==> config.mk <==
export PLATFORM = sky130hd
export DESIGN_NAME = seq_stream_controller
export DESIGN_NICKNAME = d
export VERILOG_FILES = /design/src/rtl/seq_stream_controller.sv
export SDC_FILE = /design/constraint.sdc
export NUM_CORES = 1
export LEC_CHECK = 0
export BUFFER_PORTS_ARGS = -buffer_cell sky130_fd_sc_hd__buf_2
export CAP_MARGIN = 0
export CELL_PAD_IN_SITES_DETAIL_PLACEMENT = 0
export CELL_PAD_IN_SITES_GLOBAL_PLACEMENT = 2
export CORE_MARGIN = 5
export CORE_UTILIZATION = 33
export DETAILED_ROUTE_END_ITERATION = 16
export PLACE_DENSITY_LB_ADDON = 0.1
export SLEW_MARGIN = 20
export SYNTH_ARGS = -nofsm -noshare
export SYNTH_HDL_FRONTEND = slang
export SYNTH_SLANG_ARGS = --single-unit
==> constraint.sdc <==
create_clock -name clk -period 2.3 [get_ports clk]
set_input_delay 0.345 -clock clk [delete_from_list [all_inputs] [get_ports clk]]
set_output_delay 0.345 -clock clk [all_outputs]
set_load 0.03 [all_outputs]
==> src/rtl/seq_stream_controller.sv <==
// Stream controller for the serial sequence detector: resets the detector, shifts a
// latched pattern into its X input MSB-first, and tallies detector hits for the run.
module seq_stream_controller #(
    parameter int unsigned PAT_W = 48,
    parameter int unsigned CNT_W = 6
) (
    input  logic             clk,
    input  logic             reset,
    input  logic             start,
    input  logic             abort,
    input  logic             mode,
    input  logic             z_lag,
    input  logic [CNT_W-1:0] len,
    input  logic [PAT_W-1:0] pat_in,
    input  logic             det_z,
    output logic             det_reset,
    output logic             det_x,
    output logic             det_m,
    output logic             busy,
    output logic             done,
    output logic [CNT_W-1:0] hit_count,
    output logic [CNT_W-1:0] first_hit,
    output logic             first_valid
);

    typedef enum logic [2:0] {
        IDLE   = 3'd0,
        CLEAR  = 3'd1,
        STREAM = 3'd2,
        DRAIN  = 3'd3,
        DONE   = 3'd4
    } state_e;

    localparam logic [CNT_W-1:0] CNT_MAX = {CNT_W{1'b1}};
    localparam logic [CNT_W-1:0] LEN_MAX = CNT_W'(PAT_W);

    state_e             state_q, state_d;
    logic [PAT_W-1:0]   pat_q, pat_d;
    logic [CNT_W-1:0]   len_q, len_d;
    logic               zlag_q, zlag_d;
    logic [CNT_W-1:0]   idx_q, idx_d;
    logic               det_reset_d, det_x_d, det_m_d, busy_d, done_d;
    logic [CNT_W-1:0]   hit_d, first_d;
    logic               fv_d;

    logic [CNT_W-1:0]   len_eff_c;
    logic               last_c;
    logic               sample_c;
    logic [CNT_W-1:0]   sidx_c;

    // Zero or over-long requests stream the full pattern width
    assign len_eff_c = ((len == '0) || (len > LEN_MAX)) ? LEN_MAX : len;
    assign last_c    = (idx_q == (len_q - CNT_W'(1)));
    assign sample_c  = ((state_q == STREAM) && (idx_q >= CNT_W'(zlag_q))) || (state_q == DRAIN);
    assign sidx_c    = (state_q == DRAIN) ? (len_q - CNT_W'(1)) : (idx_q - CNT_W'(zlag_q));

    // Outputs are registered from the next state, so each reflects the state it is in
    always_comb begin
        state_d     = state_q;
        pat_d       = pat_q;
        len_d       = len_q;
        zlag_d      = zlag_q;
        idx_d       = idx_q;
        det_m_d     = det_m;
        hit_d       = hit_count;
        first_d     = first_hit;
        fv_d        = first_valid;
        det_reset_d = 1'b0;
        det_x_d     = 1'b0;
        busy_d      = 1'b0;
        done_d      = 1'b0;

        if (sample_c && det_z) begin
            if (hit_count != CNT_MAX) begin
                hit_d = hit_count + CNT_W'(1);
            end
            if (!first_valid) begin
                first_d = sidx_c;
                fv_d    = 1'b1;
            end
        end

        case (state_q)
            IDLE: begin
                if (start && !abort) begin
                    pat_d       = pat_in;
                    len_d       = len_eff_c;
                    zlag_d      = z_lag;
                    det_m_d     = mode;
                    idx_d       = '0;
                    hit_d       = '0;
                    first_d     = '0;
                    fv_d        = 1'b0;
                    state_d     = CLEAR;
                    det_reset_d = 1'b1;
                    busy_d      = 1'b1;
                end
            end
            CLEAR: begin
                state_d = STREAM;
                idx_d   = '0;
                det_x_d = pat_q[PAT_W-1];
                pat_d   = pat_q << 1;
                busy_d  = 1'b1;
            end
            STREAM: begin
                idx_d = idx_q + CNT_W'(1);
                if (last_c) begin
                    if (zlag_q) begin
                        state_d = DRAIN;
                        busy_d  = 1'b1;
                    end else begin
                        state_d = DONE;
                        done_d  = 1'b1;
                    end
                end else begin
                    det_x_d = pat_q[PAT_W-1];
                    pat_d   = pat_q << 1;
                    busy_d  = 1'b1;
                end
            end
            DRAIN: begin
                state_d = DONE;
                done_d  = 1'b1;
            end
            DONE: begin
                state_d = IDLE;
            end
            default: begin
                state_d = IDLE;
            end
        endcase

        // Abort wins over everything; partial results stay visible
        if (abort) begin
            state_d     = IDLE;
            det_x_d     = 1'b0;
            det_reset_d = 1'b0;
            busy_d      = 1'b0;
            done_d      = 1'b0;
        end
    end

    always_ff @(posedge clk or negedge reset) begin
        if (!reset) begin
            state_q     <= IDLE;
            pat_q       <= '0;
            len_q       <= '0;
            zlag_q      <= 1'b0;
            idx_q       <= '0;
            det_reset   <= 1'b1;
            det_x       <= 1'b0;
            det_m       <= 1'b0;
            busy        <= 1'b0;
            done        <= 1'b0;
            hit_count   <= '0;
            first_hit   <= '0;
            first_valid <= 1'b0;
        end else begin
            state_q     <= state_d;
            pat_q       <= pat_d;
            len_q       <= len_d;
            zlag_q      <= zlag_d;
            idx_q       <= idx_d;
            det_reset   <= det_reset_d;
            det_x       <= det_x_d;
            det_m       <= det_m_d;
            busy        <= busy_d;
            done        <= done_d;
            hit_count   <= hit_d;
            first_hit   <= first_d;
            first_valid <= fv_d;
        end
    end

endmodule

* After elaboration in Yosys (flattened, before gate mapping)
Index checks and enable logic that the tools add are counted.
** Word-level totals
- Flip-flop bits (word level) :: 82
- Bits of input ports :: 61
- Output and inout bits :: 18
- Logic and storage cells :: 78
** Operators by class
- Add/subtract/negate cells :: 4
- Order comparisons :: 2
- Equality and inequality tests :: 9
- Multiplexer cells :: 37
- Reductions and logical operators :: 13
** Operator list (number)
- case mux 48 bit (3 select lines) :: 1
- 2-to-1 mux 48 bit :: 2
- 2-to-1 mux 6 bit :: 11
- case mux 6 bit (3 select lines) :: 1
- 2-to-1 mux 1 bit :: 14
- adder 6 x 1 -> 6 bit, second input constant :: 2
- 2-to-1 mux 3 bit :: 4
- case mux 3 bit (4 select lines) :: 1
- equality test 3 x 2 -> 1 bit, second input constant :: 2
- equality test 6 bit :: 1
- >= comparator 6 x 1 -> 1 bit :: 1
- greater-than comparator 6 bit, second input constant :: 1
- logical NOT 6 bit :: 1
- != test 3 bit, second input constant :: 2
- != test 6 bit, second input constant :: 1
- AND reduction 2 bit :: 3
- subtractor 6 x 1 -> 6 bit :: 1
- subtractor 6 x 1 -> 6 bit, second input constant :: 1
- != test 2 bit, second input constant :: 2
- case mux 1 bit (2 select lines) :: 2
- equality test 3 x 1 -> 1 bit, second input constant :: 1
- logical AND 1 bit :: 3
- logical NOT 3 bit :: 1
- case mux 1 bit (3 select lines) :: 1
- 4 further kinds :: 5

* Depth between registers and ports, before layout
- Depth after elaboration :: 7
- Depth in mapped cells :: 9
- Depth with buffers taken out :: 8

* Worst setup path before layout
OpenSTA, ideal clock, no wires.
- Path type :: register -> register
- Start point :: register len_q[0]
- End point :: register pat_q[1]
- Setup time :: 0.125 ns
- Data arrival time :: 2.119 ns
- Data required time :: 2.175 ns
- Slack :: 0.056 ns
- Cell stages (with the launch flop) :: 10
- Path buffers :: 2
- Period minus slack after synthesis :: 2.244 ns
- Cell sequence :: dfrtp_1 inv_1 ha_1 nor3b_2 xnor2_1 nor4_4 a31oi_2 buf_6 buf_6 mux2_4
** Between the ends
- Cells in the longest elaborated chain, start to end :: 4
** Ends and longest elaborated chain
- start, declared :: RTL line 39 : logic [CNT_W-1:0] len_q, len_d;
- start signal, assigned :: RTL line 162 : len_q <= len_d;
- subtractor 6 x 1 -> 6 bit :: RTL line 53 : assign last_c = (idx_q == (len_q - CNT_W'(1)));
- equality test 6 bit :: RTL line 53
- != test 2 bit (no source line)
- AND reduction 3 bit (no source line)
- end signal, assigned :: RTL line 161 : pat_q <= pat_d;
- end, declared :: RTL line 38 : logic [PAT_W-1:0] pat_q, pat_d;
Every way passes these cells.
A chain may end at the register's enable or synchronous reset.

* Final worst setup path
- Start point :: register len_q[0]
- End point :: register pat_q[12]
The elaborated chain is that of the path after synthesis.

==> summary.txt <==
Flow run
  • Max_cap viols: 0

Final layout
  • Final Non-Filler Cells: 649
  • Layout cells sized above 1: 49.3%
  • Fill count: 1,230
  • Final Cell Area: 0.00569 mm2
  • Multi-input gate area: 0.00232 mm2
  • Storage cell area: 0.00205 mm2
  • Area growth from synthesis to layout: 31.0%
  • Nets: 534
  • Ant diodes: 0

Global routing
  • Overflow after GRT: 0
  • Initial antenna violation count: 0
  • Gr usage total: between 10 and 15%
  • Vias in the first global route: 3,103
  • Largest net degree at the start of global routing: 48
  • Global-route wire length before repair: 16,200 um

CTS
  • Clock Latency Late Sink: 340 ps
  • CTS H-Tree Depth: 3
  • Clock slew at reported path FFs: 60 ps
  • Sink Count: just over 80
  • Total CTS buffers: 9
  • Clock Path Buffers: 2
  • CTS Root Cell: clkbuf_16
  • CTS tree: yes

Timing
  • Relative slew slack: 66.7%
  • Final worst slack: roughly 47 ps
  • RSZ-0062 raised after global routing: true
  • Endpoints failing setup: 0
  • Period utilisation layout: 98.0%
  • Worst Skew: 9.71 ps
  • Worst-Margin Slew: 499 ps
  • Setup TNS: 0 ps
  • Fmax: 444 MHz
  • Tmin final: about 2300 ps
  • Fin. max-slew vios: 0
  • Final Hold Viols: 0
  • Worst hold margin: 187 ps

Synth
  • Area leader, netlist: dfrtp_1
  • Yosys cell types: 46
  • Number of synthesized register bits: 82
  • Post-Syn Instances: 364
  • Ys Warns: 0
  • Syn_nets: 430
  • Synth Area per Inst: 11.9 um2
  • Share of the synthesized area in the top cell type: 46.6%
  • Mapped cell area: 0.00435 mm2
  • Synth area leaders: dfrtp_1 (47%), mux2_2 (15%), mux2_4 (6.6%)
  • Seq/Total Area, Yosys: 47.3%

Detailed routing
  • Routed wire length: 10,200 um
  • Antenna viol nets, final: 0
  • DR DRC count: 0
  • DRT iter0 DRCs: between 70 and 80
  • Avg WL per Cell: ~16 um
  • Vias: between 3,000 and 4,000
  • Total iterations of the first detailed-routing run: 4
  • DR vias/cell: 4.66

Worst setup path
  • R2r setup slk: 50 ps
  • CP Capture Type: flip-flop
  • Critical path class: flip-flop to flip-flop
  • Critical Path Start Type: flip-flop
  • Crit path arrival time: 2490 ps
  • Crit-path max FO: 11
  • Required @ worst endpoint: approximately 2500 ps

Power and ir drop
  • Max rail drop VDD: 0.329 mV
  • PD cells: 1090 mW/mm2
  • LEAKAGE: 2.68 nW

Place
  • Placement-stage cell area: 0.00510 mm2
  • Placed insts: 622
  • Dpl ws: 36.0 ps
  • Port Buffers: 78
  • GP Congestion: roughly 0.75
  • Detail Placement HPWL: 6860 um

Floorplan
  • Die footprint: 0.0156 mm2
  • Core Area: approximately 0.013 mm2
  • Initial core utilization: 33.2%
  • Chip Height: 125 um
  • Cell Rows: 42
  • Die X: 125 um
  • # IOs: 79

Hold path
  • Hold WC Path Type: input pin to flip-flop

Outcome
  • Run status: finished, final reports clean
## worst paths after layout
kind,end,depth (start not counted),startpoint
worst max-delay path,pat_q[12]$_DFFE_PN0P_,9,len_q[0]$_DFFE_PN0P_
worst min-delay path,zlag_q$_DFFE_PN0P_,3,z_lag
worst min register to register,det_m$_DFFE_PN0P_,2,det_m$_DFFE_PN0P_
min in group asynchronous,hit_count[5]$_DFF_PN0_,2,reset
worst max register to register,pat_q[12]$_DFFE_PN0P_,9,len_q[0]$_DFFE_PN0P_
max in group asynchronous,zlag_q$_DFFE_PN0P_,3,reset
## what timing repair did
action	in CTS	in global routing
gates resized for setup	0	39
setup endpoints to repair	0	51
endpoints found under the hold margin	31	0
setup buffers	0	6
hold buffers	1	0
## Yosys cell counts (all sizes together)
cell type,count
mux2,95
dfrtp,81
nand2,31
o21ai,18
nor2,16
nand3,13
clkbuf,10
a21oi,9
buf,9
xor2,9
xnor2,8
nand2b,7
inv,6
ha,5
mux2i,5
nor3,4
nor3b,4
or3,4
a31oi,3
nand3b,3
nor2b,3
o211ai,3
and3,2
and4b,2
nand4,2
nor4,2
a21boi,1
a22o,1
a311oi,1
clkinv,1
dfstp,1
nand4b,1
nor4b,1
o2111a,1
o21ba,1
xnor3,1
## placed cells by master, fill, tap and decap left out, types with 7 or more instances in the layout
cell type,n
buf_2,77
nand2b_1,7
nand3_1,12
xor2_1,9
nand2_1,31
nor2_1,15
o21ai_0,17
mux2_4,43
xnor2_1,7
dfrtp_1,80
clkbuf_16,12
mux2_2,51
a21oi_1,9
buf_4,23
## critical path: stages, from the launching register on
cell,delay (ps)
dfrtp_1,400
inv_2,100
ha_4,150
nor3b_4,240
xnor2_2,120
nor4_4,350
a31oi_4,140
buf_12,170
clkbuf_16,170
mux2_4,300
## flip-flops by register name (all words and copies together), names as in the netlist
signal and count:
busy 1, det_m 1, det_reset 1, det_x 1, done 1, first_hit 6
first_valid 1, hit_count 6, idx_q 6, len_q 6, pat_q 48, state_q 3
zlag_q 1
## where the power goes
group	switching, mW	internal (mW)
sequential	0.339	1.97
combinational	0.962	1.48
clock	0.593	0.845
## logic make-up (layout without fill, tap and decap cells)
logic type                 Yosys count  in the layout  synth area share (%)
muxes                              100            100                  27.4
DFF                                 82             82                  47.3
buffers and inverters               26            135                  2.91
and+or+nand+nor                     95             95                  11.8
xor gates and xnor gates            18             18                  3.94
AOI/OAI and AO/OA                   38             38                  5.27
adders and majority gates            5              5                  1.44
## final cells by class
class                           instances  area share [%]
Inverter                                7           0.461
Timing Repair Buffer                  112            13.8
Sequential cell                        82            36.1
Multi-Input combinational cell        256            40.7
Clock buffer                           12            4.15
Tap cell                              176            3.87
Clock inverter                          4           0.901
## metal layers
layer | vias up | GRT usage, % | wire (um)
met3 | 13 | 3.00 | 383
met2 | 61 | 18.2 | 4310
met5 | - | 0 | 0
li1 | 1495 | - | -
met4 | 0 | 5.80 | 171
met1 | 1457 | 18.8 | 5340
## per-stage QoR
| stage | total power [mW] | util, % |
|---|---|---|
| after global placement | 4.31 | 39.0 |
| after floorplan | 3.77 | - |
| after detailed placement | 4.35 | 39.0 |
| after CTS | 5.84 | 41.2 |
| after global routing | 6.59 | 43.5 |
| final | 6.20 | 43.5 |
(Power assumes the default switching activity.)
